**src/rtl/button_debounce.sv**
```systemverilog
// Push-button conditioning: 2-flop synchroniser, per-channel debounce,
// registered press/release pulses and sticky press flags.
//
// Ports:
//   clk            system clock, single domain
//   reset          asynchronous active-high reset, clears every flop
//   buttons_raw    raw pad inputs, active-high, asynchronous to clk
//   buttons_db     debounced levels
//   press_pulse    one cycle high on the first cycle of a 0->1 level
//   release_pulse  one cycle high on the first cycle of a 1->0 level
//   press_latched  sticky flag set by a press, cleared per bit
//   clear_latched  synchronous per-bit clear for press_latched
module button_debounce #(
    parameter int unsigned NUM_BUTTONS     = 3,
    parameter int unsigned DEBOUNCE_CYCLES = 10000,
    parameter int unsigned CNT_W           = 16
) (
    input  logic                   clk,
    input  logic                   reset,
    input  logic [NUM_BUTTONS-1:0] buttons_raw,
    output logic [NUM_BUTTONS-1:0] buttons_db,
    output logic [NUM_BUTTONS-1:0] press_pulse,
    output logic [NUM_BUTTONS-1:0] release_pulse,
    output logic [NUM_BUTTONS-1:0] press_latched,
    input  logic [NUM_BUTTONS-1:0] clear_latched
);

    localparam logic [CNT_W-1:0] CNT_MAX = CNT_W'(DEBOUNCE_CYCLES - 1);

    logic [NUM_BUTTONS-1:0] sync1_q;
    logic [NUM_BUTTONS-1:0] sync2_q;
    logic [NUM_BUTTONS-1:0] db_q;
    logic [NUM_BUTTONS-1:0] db_d;
    logic [NUM_BUTTONS-1:0] press_q;
    logic [NUM_BUTTONS-1:0] press_d;
    logic [NUM_BUTTONS-1:0] rel_q;
    logic [NUM_BUTTONS-1:0] rel_d;
    logic [NUM_BUTTONS-1:0] latch_q;
    logic [NUM_BUTTONS-1:0] latch_d;

    logic [NUM_BUTTONS-1:0][CNT_W-1:0] cnt_q;
    logic [NUM_BUTTONS-1:0][CNT_W-1:0] cnt_d;

    // Any cycle where the synchronised input agrees with the current
    // level restarts the count, so only an unbroken run of
    // DEBOUNCE_CYCLES disagreeing samples flips the level. The counter
    // is cleared on the flip, which keeps it below CNT_MAX + 1.
    always_comb begin
        db_d    = db_q;
        cnt_d   = cnt_q;
        press_d = '0;
        rel_d   = '0;
        for (int i = 0; i < NUM_BUTTONS; i++) begin
            if (sync2_q[i] == db_q[i]) begin
                cnt_d[i] = '0;
            end else if (cnt_q[i] == CNT_MAX) begin
                db_d[i]    = sync2_q[i];
                cnt_d[i]   = '0;
                press_d[i] = sync2_q[i];
                rel_d[i]   = ~sync2_q[i];
            end else begin
                cnt_d[i] = cnt_q[i] + CNT_W'(1);
            end
        end
        // The set term is ORed in after the clear, so a press
        // arriving with a clear on the same bit keeps the flag set.
        latch_d = (latch_q & ~clear_latched) | press_d;
    end

    always_ff @(posedge clk or posedge reset) begin
        if (reset) begin
            sync1_q <= '0;
            sync2_q <= '0;
            db_q    <= '0;
            cnt_q   <= '0;
            press_q <= '0;
            rel_q   <= '0;
            latch_q <= '0;
        end else begin
            sync1_q <= buttons_raw;
            sync2_q <= sync1_q;
            db_q    <= db_d;
            cnt_q   <= cnt_d;
            press_q <= press_d;
            rel_q   <= rel_d;
            latch_q <= latch_d;
        end
    end

    assign buttons_db    = db_q;
    assign press_pulse   = press_q;
    assign release_pulse = rel_q;
    assign press_latched = latch_q;

endmodule

```
**config.mk**
```make
export PLATFORM = sky130hd
export DESIGN_NAME = button_debounce
export DESIGN_NICKNAME = d
export VERILOG_FILES = /design/src/rtl/button_debounce.sv
export SDC_FILE = /design/constraint.sdc
export NUM_CORES = 1
export LEC_CHECK = 0
export CAP_MARGIN = 0
export CORE_MARGIN = 10
export CORE_UTILIZATION = 65
export CTS_BUF_LIST = sky130_fd_sc_hd__clkbuf_8
export CTS_CLUSTER_SIZE = 20
export DETAILED_ROUTE_END_ITERATION = 6
export GPL_TIMING_DRIVEN = 1
export PLACE_DENSITY = 0.87
export RECOVER_POWER = 50
export SLEW_MARGIN = 10
export SYNTH_ARGS = -nofsm -noshare
export SYNTH_HDL_FRONTEND = slang
export SYNTH_SLANG_ARGS = --single-unit
```
**constraint.sdc**
```tcl
create_clock -name clk -period 4.2 [get_ports clk]
set_input_delay 0.84 -clock clk [delete_from_list [all_inputs] [get_ports clk]]
set_output_delay 0.84 -clock clk [all_outputs]
set_load 0.02 [all_outputs]
```
==> results <==
- The overall global routing resource usage is 0.154.
- The number of placement rows is 24.
- Between clock sinks in the finished design, the worst skew comes to 0.00811 ns.
- The final cell count without fillers is 349.
- The overall via count from detail_route is 1955.
- After filler insertion, the fill cell instance count of the layout stands at 254.
- TritonCTS built the clock tree.
- The die covers 7570 um2.
- The final core area utilization is 0.784.
- The logic depth of the worst register-to-register path is 3.
- After clock tree synthesis, the clock-pin slew on the worst setup and hold paths is 0.06 ns.
- The startpoint of the lowest-slack register-to-register path is cnt_q[4].
- STA classifies the critical path startpoint as an input port.
- The slowest stage of the critical path belongs to the cell sky130_fd_sc_hd__inv_1.
- The clock root buffer master is sky130_fd_sc_hd__clkbuf_8.
- The kind of cell adding the most delay to the critical path is buffers and inverters.
- The HPWL after detailed placement is 3440 um.
- The cell count after synthesis came out at 267.
- The floorplan step set the die width to 87.0 um.
- The hold buffer count at cts is 0.
- The part of the power in registers is 0.471.
- Cell internal power was estimated by the tool at 0.00113 W.
- The buffering stage count on the worst path with inverters included is 3.
- The number of cells in the design after placement is 333.
- The flow ran to the end, but the final reports show violations.
- The kind of critical path is in -> async.
- The peak fanout along the critical path is 42.
- The largest single stage delay on the critical path is 1.10 ns.
- The worst slew margin relative to its limit is -0.0274.
- From bottom edge to top edge, the die measures 87.0 um.
- The worst register-to-register path ends at buttons_db[0].
- For this design, the sink count on the clock tree is 66.
- The clock share of power is 0.499.
- The number of nets still failing antenna checks after routing is 0.
- The most common cell after layout, fill and taps aside is sky130_fd_sc_hd__dfrtp_1.
- Of the total power, the share spent switching nets is 0.190.
- The final layout contains 303 nets.
- The floorplan step defined a core boundary enclosing 4350 um2.
- In the routed design, unresolved DRC markers number 0.
- Setup violations remaining at the end of the flow were counted as 0.
- For flop-to-flop paths, the worst setup slack is 2.17 ns.
- Input and output buffers added on the ports amount to 19.
- met2 is the most crowded layer.
- In this run the most critical hold path is launched from sync1_q[2].
- Traced cell by cell, the critical path runs through dlygate4sd3_1 -> inv_1 -> buf_4.
- Entering global routing, the biggest net connects 43 pins.
- The power density relative to cell area is 407 nW/um2.
- The worst-case IR drop observed on VDD is 0.370 mV.
- The total count of max-transition violations in the final report is 43.
- The worst hold path class is reg -> reg.
- The first global-routing pass estimated 9160 um of wire.
- After clock tree synthesis, the setup repair step added 0 buffers.
- At the worst endpoint, the arrival time is 2.97 ns.
- Of the total power, combinational logic draws 0.029.
- The setup TNS is 0 ns.
- In this run, the number of DRC markers left after iteration 0 of detailed routing was 112.
- The sequential area share after synthesis is 0.566.
- The number of antenna violations at the first check in global routing is 0.
- The number of enable flip-flop cells after synthesis is 0.
- The number of max-capacitance violations reported is 1.
- Timing analysis after detailed placement gives a worst setup slack of 1.96 ns.
- The pin slew with the least headroom to its limit is 1.54 ns.
- In the routed layout, each cell is associated on average with a via count of 5.60.
- The maximum operating frequency is 0.405 GHz.
- The via count of the first global-routing pass came to 1964.
- The checks that failed: capacitance limit, slew limit.
- A synthesized cell averages 10.9 um2.
- The post-cts resize count is 0.
- The clock period minus final worst setup slack is 2.47 ns.
- The number of antenna diodes in the final layout is 0.
- The mapped cell area is 2920 um2.
- Synthesis produced a netlist with a net count of 278.
- The placer congestion estimate is 0.842.
- Clock latency on the worst-skew pair, taken at its later pin, is 0.34 ns.
- The final layout contains routed wiring with a total length of 5240 um.
- Setup repair after global routing left no endpoint under its margin.
- The count of yosys warnings during synthesis is 0.
- After synthesis, the share of flip-flops with an asynchronous set or reset is 1.00.
- The layout overhead on the synthesized area is 17.1%.
- The number of buffers created by CTS is 9.
- The post-route total power is 0.00139 W.
- The worst min-delay path endpoint is sync2_q[2].
- The starting density of the core is 0.670.
- The analysis attributes to cell leakage a power of 1.53 nW.
- In this run the deepest clock path goes through 2 buffers.
- The number of cells traversed by the worst hold path is 0.
- The worst endpoint required time is 4.70 ns.
- The top-level port count is 20.
- The total global routing overflow is 0.
- The met2 track demand over resource is 0.239.
- The ratio of cells with drive above 1 in the final layout is 0.0707.
- The final hold violation count is 0.
- The analysis attributes to net switching a power of 0.000264 W.
- Leaving out fill and tap cells, the most frequent cells in the layout are sky130_fd_sc_hd__dfrtp_1, sky130_fd_sc_hd__nor2_1, sky130_fd_sc_hd__xnor2_1.
- In the final routed layout, each cell accounts on average for 15.0 um.
- STA classifies the critical path endpoint as an asynchronous set/reset pin.
- In the global route stage, met3 resource usage came out at 0.0478.
- Of the available clock period, the critical path in the final layout requires 0.589.
- The final worst slack is 1.73 ns.
- The level count of the clock H-tree is 3.
- The length of the first detailed-routing pass in iterations is 4.
- The number of different library cells in the post-synthesis netlist is 26.
- The most used flip-flop cell after synthesis is sky130_fd_sc_hd__dfrtp_1.
- The global-route met1 utilization is 0.193.
- Counting flops and latches in the post-synthesis netlist gives 66.
[Yosys cell counts, drive strengths merged, types with 6 or more instances]
cell type / n / area (um2)
nand2: 13 / 48.8
nand4: 18 / 113
inv: 8 / 30.0
xnor2: 24 / 210
and4: 6 / 52.6
nor3: 7 / 35.0
nand3: 10 / 50.1
xor2: 21 / 184
nor2: 49 / 184
nor4: 10 / 62.6
nor3b: 6 / 56.3
dfrtp: 66 / 1650
[cell families after synthesis]
logic type	Yosys count	synth area share
AO/OA/AOI/OAI	3	0.00772
XOR/XNOR	45	0.135
adder cells (fa/ha/maj)	3	0.0129
buffers and inverters	14	0.0206
flip-flops	66	0.566
multiplexers	3	0.0116
AND/OR/NAND/NOR	133	0.246
[worst register-to-register path, delay by kind of cell (launching register included)]
family	cells	cell delay, ns
AND/OR/NAND/NOR	2	1.14
flip-flops	1	0.44
multiplexers	1	0.33
[flip-flops by register name (all words and copies together) (netlist names)]
| name | flops |
|---|---|
| cnt_q | 48 |
| buttons_db | 3 |
| press_latched | 3 |
| press_pulse | 3 |
| release_pulse | 3 |
| sync1_q | 3 |
| sync2_q | 3 |
[power by group through the flow]
stage	logic (W)	clock network, W	registers, W
4_1_cts	0.0000433	0.000706	0.000656
3_5_place_dp	0.0000421	0	0.000667
3_3_place_gp	0.0000407	0	0.000666
5_1_grt	0.0000469	0.000732	0.000657
6_report	0.0000409	0.000695	0.000656
2_1_floorplan	0.0000286	0	0.000665
[through the flow]
step	hold slack [ns]	area (um2)
after floorplan	0.331	2920
after global placement	0.333	3150
after detailed placement	0.337	3150
after CTS	0.352	3420
after global routing	0.367	3420
final	0.351	3420
[routing by layer]
| metal | vias up | routed length [um] |
|---|---|---|
| li1 | 971 | - |
| met1 | 924 | 2320 |
| met2 | 50 | 2570 |
| met3 | 10 | 252 |
| met4 | 0 | 100 |
| met5 | - | 0 |
[cell type report]
type,instances,area [um2],area share
tap,52,65.1,0.0190
sequential,66,1650,0.484
inverter,8,30.0,0.00879
timing repair buffer,20,198,0.0579
multi-input combinational,187,1200,0.353
clock inverter,6,129,0.0377
clock buffer,10,138,0.0403
[how the worst max path moves through the flow]
stage,end,from,slack (ns),depth (start not counted)
floorplan,buttons_db[0],reset,1.71,1
global placement,cnt_q[6],reset,1.98,3
detailed placement,cnt_q[8],reset,1.96,3
CTS,buttons_db[0],buttons_db[0],1.90,1
global route,press_pulse[0],reset,1.46,3
finish,press_latched[0],reset,1.73,3
Note: power is estimated with default switching activity, not from simulation.
